==> src/rtl/multicycle_controller_pkg.sv <==
// Shared definitions for the multi-cycle RV32I control path.
// Contents: opcode constants, ALUOp / pc_src / MemtoReg encodings,
// the controller state enum, the instruction-class enum and a branch
// condition helper used by the controller.
package rv_defs;

    // Base opcodes recognised by the controller (IR[6:0])
    localparam logic [6:0] OPC_R      = 7'b0110011;
    localparam logic [6:0] OPC_I_ALU  = 7'b0010011;
    localparam logic [6:0] OPC_LOAD   = 7'b0000011;
    localparam logic [6:0] OPC_STORE  = 7'b0100011;
    localparam logic [6:0] OPC_BRANCH = 7'b1100011;
    localparam logic [6:0] OPC_JAL    = 7'b1101111;
    localparam logic [6:0] OPC_JALR   = 7'b1100111;

    // Branch sense from Funct3
    localparam logic [2:0] F3_BEQ = 3'b000;
    localparam logic [2:0] F3_BNE = 3'b001;

    // ALUOp encodings consumed by the ALUController
    localparam logic [1:0] ALUOP_ADD = 2'b00;
    localparam logic [1:0] ALUOP_BR  = 2'b01;
    localparam logic [1:0] ALUOP_FN  = 2'b10;

    // PC source select
    localparam logic [1:0] PCSRC_PC4 = 2'b00;
    localparam logic [1:0] PCSRC_TGT = 2'b01;
    localparam logic [1:0] PCSRC_ALU = 2'b10;

    // Register-file write-back source select
    localparam logic [1:0] M2R_ALU = 2'b00;
    localparam logic [1:0] M2R_MEM = 2'b01;
    localparam logic [1:0] M2R_PC4 = 2'b10;

    typedef enum logic [2:0] {
        FETCH  = 3'd0,
        DECODE = 3'd1,
        EXEC   = 3'd2,
        MEM    = 3'd3,
        WB     = 3'd4,
        TRAP   = 3'd5
    } state_e;

    typedef enum logic [2:0] {
        CL_NOP    = 3'd0,
        CL_R      = 3'd1,
        CL_I      = 3'd2,
        CL_LOAD   = 3'd3,
        CL_STORE  = 3'd4,
        CL_BRANCH = 3'd5,
        CL_JAL    = 3'd6,
        CL_JALR   = 3'd7
    } class_e;

    // Branch condition: BEQ taken on zero, BNE on !zero, anything else not taken
    function automatic logic branch_taken(input logic [2:0] funct3, input logic zero);
        logic taken;
        case (funct3)
            F3_BEQ:  taken = zero;
            F3_BNE:  taken = ~zero;
            default: taken = 1'b0;
        endcase
        return taken;
    endfunction

endpackage

==> src/rtl/multicycle_controller_if.sv <==
// Shared instruction/data memory handshake.
//   mem_req      controller -> memory  request active
//   mem_we       controller -> memory  1 = store
//   mem_addr_sel controller -> memory  0 = PC, 1 = ALU result
//   mem_ready    memory -> controller  request completes this cycle
interface multicycle_controller_if;
    logic mem_req;
    logic mem_we;
    logic mem_addr_sel;
    logic mem_ready;

    modport master (output mem_req, output mem_we, output mem_addr_sel, input mem_ready);
    modport slave  (input mem_req, input mem_we, input mem_addr_sel, output mem_ready);
endinterface

==> src/rtl/multicycle_controller_opcode_classifier.sv <==
// Combinational opcode decoder.
//   opcode   in  7  IR[6:0]
//   op_class out    instruction class (CL_NOP when unrecognised)
//   valid    out 1  opcode is one of the supported base opcodes
module opcode_classifier
    import rv_defs::*;
(
    input  logic [6:0] opcode,
    output class_e     op_class,
    output logic       valid
);

    // Map opcode to class; unknown opcodes report invalid and class NOP
    always_comb begin
        op_class = CL_NOP;
        valid    = 1'b0;
        case (opcode)
            OPC_R:      begin op_class = CL_R;      valid = 1'b1; end
            OPC_I_ALU:  begin op_class = CL_I;      valid = 1'b1; end
            OPC_LOAD:   begin op_class = CL_LOAD;   valid = 1'b1; end
            OPC_STORE:  begin op_class = CL_STORE;  valid = 1'b1; end
            OPC_BRANCH: begin op_class = CL_BRANCH; valid = 1'b1; end
            OPC_JAL:    begin op_class = CL_JAL;    valid = 1'b1; end
            OPC_JALR:   begin op_class = CL_JALR;   valid = 1'b1; end
            default:    begin op_class = CL_NOP;    valid = 1'b0; end
        endcase
    end

endmodule

==> src/rtl/multicycle_controller.sv <==
// Multi-cycle control FSM for the RV32I core: sequences FETCH/DECODE/EXEC/
// MEM/WB around a single shared memory and counts retired instructions.
// Ports:
//   clk, reset (async, active-low)
//   mem          memory handshake (master side)
//   Opcode, Funct3, zero          instruction fields / ALU flag
//   ir_we, pc_we, pc_src, ALUSrc, ALUOp, RegWrite, MemtoReg   datapath strobes
//   retire       one-cycle pulse per completed instruction
//   instr_count  retired-instruction counter (wraps)
//   illegal      sticky flag, set when the FSM enters TRAP
// Strobes are combinational from state/class/mem_ready/zero and are held
// low while reset is asserted so an aborted instruction writes nothing.
module multicycle_controller
    import rv_defs::*;
#(
    parameter int CNT_W        = 32,
    parameter bit ILLEGAL_TRAP = 1'b1
) (
    input  logic                      clk,
    input  logic                      reset,
    multicycle_controller_if.master   mem,
    input  logic [6:0]                Opcode,
    input  logic [2:0]                Funct3,
    input  logic                      zero,
    output logic                      ir_we,
    output logic                      pc_we,
    output logic [1:0]                pc_src,
    output logic                      ALUSrc,
    output logic [1:0]                ALUOp,
    output logic                      RegWrite,
    output logic [1:0]                MemtoReg,
    output logic                      retire,
    output logic [CNT_W-1:0]          instr_count,
    output logic                      illegal
);

    state_e           state_r, state_s;
    class_e           class_r, class_s;
    class_e           dec_class_s;
    logic             dec_valid_s;
    logic [CNT_W-1:0] count_r;
    logic             illegal_r;

    logic       mem_req_s, mem_we_s, mem_addr_sel_s;
    logic       ir_we_s, pc_we_s, alusrc_s, regwrite_s, retire_s;
    logic [1:0] pc_src_s, aluop_s, memtoreg_s;

    opcode_classifier u_classifier (
        .opcode   (Opcode),
        .op_class (dec_class_s),
        .valid    (dec_valid_s)
    );

    // Next-state and strobe decode; everything defaults to idle/hold
    always_comb begin
        state_s        = state_r;
        class_s        = class_r;
        mem_req_s      = 1'b0;
        mem_we_s       = 1'b0;
        mem_addr_sel_s = 1'b0;
        ir_we_s        = 1'b0;
        pc_we_s        = 1'b0;
        pc_src_s       = PCSRC_PC4;
        alusrc_s       = 1'b0;
        aluop_s        = ALUOP_ADD;
        regwrite_s     = 1'b0;
        memtoreg_s     = M2R_ALU;
        retire_s       = 1'b0;
        if (!reset) begin
            // Registers are being cleared asynchronously; keep every strobe low
            state_s = FETCH;
            class_s = CL_NOP;
        end else begin
            case (state_r)
                FETCH: begin
                    mem_req_s = 1'b1;
                    if (mem.mem_ready) begin
                        ir_we_s = 1'b1;
                        state_s = DECODE;
                    end else begin
                        state_s = FETCH;
                    end
                end
                DECODE: begin
                    class_s = dec_class_s;
                    if (dec_valid_s) begin
                        state_s = EXEC;
                    end else if (ILLEGAL_TRAP) begin
                        state_s = TRAP;
                    end else begin
                        // Unknown opcode retires as a NOP: PC+4 only
                        pc_we_s  = 1'b1;
                        retire_s = 1'b1;
                        state_s  = FETCH;
                    end
                end
                EXEC: begin
                    case (class_r)
                        CL_R: begin
                            aluop_s = ALUOP_FN;
                            state_s = WB;
                        end
                        CL_I: begin
                            aluop_s  = ALUOP_FN;
                            alusrc_s = 1'b1;
                            state_s  = WB;
                        end
                        CL_LOAD, CL_STORE: begin
                            alusrc_s = 1'b1;
                            state_s  = MEM;
                        end
                        CL_BRANCH: begin
                            aluop_s  = ALUOP_BR;
                            pc_we_s  = 1'b1;
                            pc_src_s = branch_taken(Funct3, zero) ? PCSRC_TGT : PCSRC_PC4;
                            retire_s = 1'b1;
                            state_s  = FETCH;
                        end
                        CL_JAL: begin
                            regwrite_s = 1'b1;
                            memtoreg_s = M2R_PC4;
                            pc_we_s    = 1'b1;
                            pc_src_s   = PCSRC_TGT;
                            retire_s   = 1'b1;
                            state_s    = FETCH;
                        end
                        CL_JALR: begin
                            alusrc_s   = 1'b1;
                            regwrite_s = 1'b1;
                            memtoreg_s = M2R_PC4;
                            pc_we_s    = 1'b1;
                            pc_src_s   = PCSRC_ALU;
                            retire_s   = 1'b1;
                            state_s    = FETCH;
                        end
                        default: begin
                            state_s = FETCH;
                        end
                    endcase
                end
                MEM: begin
                    // Request and its qualifiers stay stable until mem_ready
                    mem_req_s      = 1'b1;
                    mem_addr_sel_s = 1'b1;
                    mem_we_s       = (class_r == CL_STORE);
                    if (mem.mem_ready) begin
                        if (class_r == CL_STORE) begin
                            pc_we_s  = 1'b1;
                            retire_s = 1'b1;
                            state_s  = FETCH;
                        end else begin
                            state_s = WB;
                        end
                    end else begin
                        state_s = MEM;
                    end
                end
                WB: begin
                    regwrite_s = 1'b1;
                    memtoreg_s = (class_r == CL_LOAD) ? M2R_MEM : M2R_ALU;
                    pc_we_s    = 1'b1;
                    retire_s   = 1'b1;
                    state_s    = FETCH;
                end
                TRAP: begin
                    state_s = TRAP;
                end
                default: begin
                    state_s = FETCH;
                end
            endcase
        end
    end

    // State, class, retired counter and sticky illegal flag
    always_ff @(posedge clk or negedge reset) begin
        if (!reset) begin
            state_r   <= FETCH;
            class_r   <= CL_NOP;
            count_r   <= {CNT_W{1'b0}};
            illegal_r <= 1'b0;
        end else begin
            state_r <= state_s;
            class_r <= class_s;
            if (retire_s) begin
                count_r <= count_r + {{(CNT_W-1){1'b0}}, 1'b1};
            end else begin
                count_r <= count_r;
            end
            illegal_r <= illegal_r | (state_s == TRAP);
        end
    end

    assign mem.mem_req      = mem_req_s;
    assign mem.mem_we       = mem_we_s;
    assign mem.mem_addr_sel = mem_addr_sel_s;
    assign ir_we            = ir_we_s;
    assign pc_we            = pc_we_s;
    assign pc_src           = pc_src_s;
    assign ALUSrc           = alusrc_s;
    assign ALUOp            = aluop_s;
    assign RegWrite         = regwrite_s;
    assign MemtoReg         = memtoreg_s;
    assign retire           = retire_s;
    assign instr_count      = count_r;
    assign illegal          = illegal_r;

endmodule

==> src/flat_wrapper.sv <==
// flat-port wrapper written by rule: the top's interface ports become plain ports
module multicycle_controller_flat import rv_defs::*;
#(
    parameter int CNT_W        = 32,
    parameter bit ILLEGAL_TRAP = 1'b1
)
  (clk, reset, Opcode, Funct3, zero, ir_we, pc_we, pc_src, ALUSrc, ALUOp, RegWrite, MemtoReg, retire, instr_count, illegal, mem_mem_req, mem_mem_we, mem_mem_addr_sel, mem_mem_ready);
  multicycle_controller_if mem_i ();
  input  logic clk;
  input  logic reset;
  input  logic [6:0] Opcode;
  input  logic [2:0] Funct3;
  input  logic zero;
  output logic ir_we;
  output logic pc_we;
  output logic [1:0] pc_src;
  output logic ALUSrc;
  output logic [1:0] ALUOp;
  output logic RegWrite;
  output logic [1:0] MemtoReg;
  output logic retire;
  output logic [CNT_W-1:0] instr_count;
  output logic illegal;
  output wire logic [$bits(mem_i.mem_req)-1:0] mem_mem_req;
  output wire logic [$bits(mem_i.mem_we)-1:0] mem_mem_we;
  output wire logic [$bits(mem_i.mem_addr_sel)-1:0] mem_mem_addr_sel;
  input wire logic [$bits(mem_i.mem_ready)-1:0] mem_mem_ready;
  assign mem_mem_req = mem_i.mem_req;
  assign mem_mem_we = mem_i.mem_we;
  assign mem_mem_addr_sel = mem_i.mem_addr_sel;
  assign mem_i.mem_ready = mem_mem_ready;
  multicycle_controller #(.CNT_W(CNT_W), .ILLEGAL_TRAP(ILLEGAL_TRAP)) u_core (.clk(clk), .reset(reset), .mem(mem_i), .Opcode(Opcode), .Funct3(Funct3), .zero(zero), .ir_we(ir_we), .pc_we(pc_we), .pc_src(pc_src), .ALUSrc(ALUSrc), .ALUOp(ALUOp), .RegWrite(RegWrite), .MemtoReg(MemtoReg), .retire(retire), .instr_count(instr_count), .illegal(illegal));
endmodule
==> config.mk <==
export PLATFORM = sky130hd
export DESIGN_NAME = multicycle_controller_flat
export DESIGN_NICKNAME = d
export VERILOG_FILES = /design/src/rtl/multicycle_controller_pkg.sv /design/src/rtl/multicycle_controller_if.sv /design/src/rtl/multicycle_controller_opcode_classifier.sv /design/src/rtl/multicycle_controller.sv /design/src/flat_wrapper.sv
export SDC_FILE = /design/constraint.sdc
export NUM_CORES = 1
export LEC_CHECK = 0
export ABC_AREA = 0
export CORE_MARGIN = 3
export CORE_UTILIZATION = 45
export CTS_CLUSTER_DIAMETER = 200
export DETAILED_ROUTE_END_ITERATION = 10
export PLACE_DENSITY = 0.75
export SETUP_SLACK_MARGIN = 0.05
export SLEW_MARGIN = 20
export SYNTH_ARGS = -nofsm -noshare
export SYNTH_HDL_FRONTEND = slang
export SYNTH_SLANG_ARGS = --single-unit
==> constraint.sdc <==
create_clock -name clk -period 2.2 [get_ports clk]
set_clock_uncertainty 0.2 [all_clocks]
set_input_delay 0.44 -clock clk [delete_from_list [all_inputs] [get_ports clk]]
set_output_delay 0.44 -clock clk [all_outputs]
set_load 0.005 [all_outputs]
==> run summary <==
## Route
* 0 — Detail Route Antenna Nets
* 5.388 — number of vias per cell after detailed routing
* 0 — detailed-route DRC error count
* 4 — length of the first detailed-routing pass in iterations
* 2112 — DR vias
* 6.043 mm — drt total wl
* 119 — drt initial violations
* 15.42 um — final routed wire length divided by cell count

## STA
* 1 — total setup violations reported at the end of the flow
* 2.201 ns — shortest clock period the worst path allows after layout
* -0.0005371 ns — setup TNS
* 0 — final-report max-slew violation count
* -0.0005371 ns — least setup slack across all paths after layout
* 0.6443 — relative max-transition margin
* 454.4 MHz — achievable frequency
* 0.5202 ns — transition time at the pin with the least slew margin
* 0 — final-report hold violation count
* yes — setup repair after global routing missed its margin
* 1.000 — crit share post-route

## Setup path
* 2 — buffers and inverters on the worst path
* 1.56 ns — Worst Path Required
* primary output — CP Capture Type
* flip-flop to primary output — category of the most critical setup path
* inv_2 > nand2_2 > or4_4 > a21oi_2 > buf_2 — CP cell instances
* flip-flop — kind of start point of the critical path
* 0.48 ns — maximum single-stage delay on the critical path
* sky130_fd_sc_hd__or4_4 — crit path max-delay cell type
* 2 — critical-path maximum fanout
* simple AND/OR/NAND/NOR gates — largest delay contributor family on the critical path
* 1.56 ns — critical path data arrival time

## Clock network
* 0.08 ns — clock edge transition at the registers on the reported setup and hold paths
* 2 — number of levels the H-tree was split into
* 5 — number of CTS-inserted buffers
* 39 — clock sink count
* sky130_fd_sc_hd__clkbuf_8 — clock root buffer
* 2 — maximum root-to-sink buffer count
* 0.29 ns — Clk Latency, worst-skew pair
* yes — clock tree from TritonCTS

## Logic synthesis
* 51 — count of distinct cell types in the synthesized netlist
* 39 — Seq cells post-synth
* 39 x sky130_fd_sc_hd__dfrtp_1, 28 x sky130_fd_sc_hd__xor2_1, 25 x sky130_fd_sc_hd__nand2_1 — top cell types by occurrence after synthesis
* 248 — synthesized netlist net count
* sky130_fd_sc_hd__dfrtp_1 — Main synth FF type
* 0 — count of flip-flops with a built-in enable after synthesis
* 0 — count of synthesis-stage warnings from yosys
* 10.05 sq um — average instance area after synthesis
* sky130_fd_sc_hd__dfrtp_1 42%, sky130_fd_sc_hd__xor2_1 10%, sky130_fd_sc_hd__nand2_1 4.0% — Area contributors post-synth
* 0.4167 — share of the yosys chip area belonging to registers
* 0.4167 — share of the synthesized area in the top cell type
* sky130_fd_sc_hd__dfrtp_1 — Yosys top cell by area
* 233 — synthesized instance count
* 0.002342 sq mm — combined area of all synthesized cells
* 1.000 — share of async-settable or async-resettable flops after synthesis
* sky130_fd_sc_hd__dfrtp_1 — most repeated cell in the gate-level netlist after synthesis

## Die
* 0.006107 sq mm — DIE AREA
* 61 — number of top-level pins
* 78.15 um — Die Height
* 25 — std cell rows
* 0.004880 sq mm — Std-Cell Core Area
* 78.15 um — Die X
* 0.4800 — starting density of the core

## Global route
* 0 — GRT Residual Overflow
* 9.853 mm — first-pass GRT wire length
* 0 — antenna violations before repair
* 24 — maximum number of pins on one net before global-route repair
* 2057 — number of global-route vias before repair
* 0.1995 — global-route usage over all layers

## Power
* 508.4 mW/mm^2 — PwrDens
* 1.636 nW — Static Leakage
* 0.3765 mV — worst-case vdd ir drop
* 1.764 mW — Pwr Total

## Finish
* 394 — total of fill cells in the finished design
* 48.13% — area added between synthesis and finish
* 0.2738 — ratio of cells with drive above 1 in the final layout
* 0 — antenna diode count
* 339 — post-layout net count
* 0.001356 sq mm — multi-input combinational cell area
* 0.7110 — post-layout utilization of the core
* 977.2 sq um — sequential cell area

## Placement
* -0.4790 ns — worst slack at placement
* 60 — # port buffers
* 4.090 mm — estimated wirelength of the detail-placed design
* 0.9077 — Routability Congestion

## Flow run
* 0 — Max-cap violations

## Hold path
* input port to asynchronous set/reset pin — path type of the worst min-delay path

## Run status
* finished, violations left — result of the run
* setup timing — violated checks

-- per-layer routing --
layer	GRT usage	up-vias	wire, um
met2	0.3236	56	2969
met5	0	-	0
met1	0.2671	1033	2727
li1	-	1016	-
met3	0.04358	7	284
met4	0.06119	0	61
-- timing repair --
item | in CTS | in global routing
setup endpoints to repair | 14 | 23
resized for setup | 41 | 39
pin swaps | 4 | 7
endpoints found under the hold margin | 7 | 0
hold buffers | 1 | 0
setup buffers | 6 | 5
-- cells by family (layout without fill, tap and decap cells) --
kind of cell	count (synthesis)	after routing	share of synthesized area
flops	39	39	0.4167
fa+ha+maj	1	1	0.005341
xor+xnor	33	33	0.1234
buf+inv	21	113	0.05662
compound gates	38	38	0.1394
mux	1	1	0.004807
simple gates	100	100	0.2537
-- sequential cells by signal (all words and copies together) (netlist names) --
name,cells
u_core.illegal,1
u_core.class_r,3
u_core.state_r,3
u_core.instr_count,32
-- worst reg2reg max path, stage by stage (launching register included) --
cell                      delay [ns]
sky130_fd_sc_hd__dfrtp_1        0.41
sky130_fd_sc_hd__buf_6          0.14
sky130_fd_sc_hd__and4b_2        0.31
sky130_fd_sc_hd__buf_6          0.13
sky130_fd_sc_hd__a31oi_4        0.10
sky130_fd_sc_hd__buf_6          0.20
sky130_fd_sc_hd__nor4b_1        0.36
sky130_fd_sc_hd__xor2_1         0.17
-- stage by stage --
stage	area [sq um]	instances	hold WS [ns]
final	3470	392	0.05574
after global routing	3470	392	0.07359
after CTS	3311	387	0.04539
after detailed placement	3114	372	0.2474
after global placement	3114	372	0.2374
after floorplan	2342	233	-0.05559
-- cell usage in the layout (no fill, tap or decap), types with 5 or more instances in the layout --
| master | instances |
|---|---|
| sky130_fd_sc_hd__clkdlybuf4s50_1 | 41 |
| sky130_fd_sc_hd__and3_1 | 6 |
| sky130_fd_sc_hd__nor2_1 | 11 |
| sky130_fd_sc_hd__clkbuf_8 | 5 |
| sky130_fd_sc_hd__buf_4 | 29 |
| sky130_fd_sc_hd__nand2_1 | 24 |
| sky130_fd_sc_hd__a21oi_1 | 7 |
| sky130_fd_sc_hd__nor4_2 | 6 |
| sky130_fd_sc_hd__a211oi_1 | 8 |
| sky130_fd_sc_hd__and4_1 | 5 |
| sky130_fd_sc_hd__xor2_1 | 28 |
| sky130_fd_sc_hd__nand3_1 | 10 |
| sky130_fd_sc_hd__nor3_1 | 5 |
| sky130_fd_sc_hd__buf_6 | 10 |
| sky130_fd_sc_hd__dfrtp_1 | 38 |
| sky130_fd_sc_hd__buf_2 | 5 |
| sky130_fd_sc_hd__dlygate4sd2_1 | 5 |
| sky130_fd_sc_hd__xnor2_1 | 5 |
-- final timing paths --
check	from	to	slack, ns	cells after the start
setup / recovery	u_core.class_r[1]	pc_src[0]	-0.0005	5
hold / removal	reset	u_core.state_r[2]	0.06	3
setup reg to reg	u_core.state_r[2]	u_core.instr_count[12]	0.12	7
hold reg to reg	u_core.illegal	u_core.illegal	0.26	1
max in group asynchronous	reset	u_core.class_r[0]	1.10	3
min in group clk	u_core.illegal	u_core.illegal	0.26	1
-- layout make-up --
cell class | count | area share
inverters | 6 | 0.006491
repair buffers | 99 | 0.2586
clock inverters | 2 | 0.01731
well taps | 67 | 0.02416
clock buffers | 6 | 0.02092
multi-input cells | 173 | 0.3909
flip-flops and latches | 39 | 0.2816
-- report_power, final --
group          switching (mW)  total (mW)  internal [mW]
clock                   0.253       0.706          0.453
sequential             0.0452       0.795          0.750
combinational           0.109       0.263          0.154
total                   0.407        1.76           1.36
No activity file was read; power rests on OpenSTA's default activity.
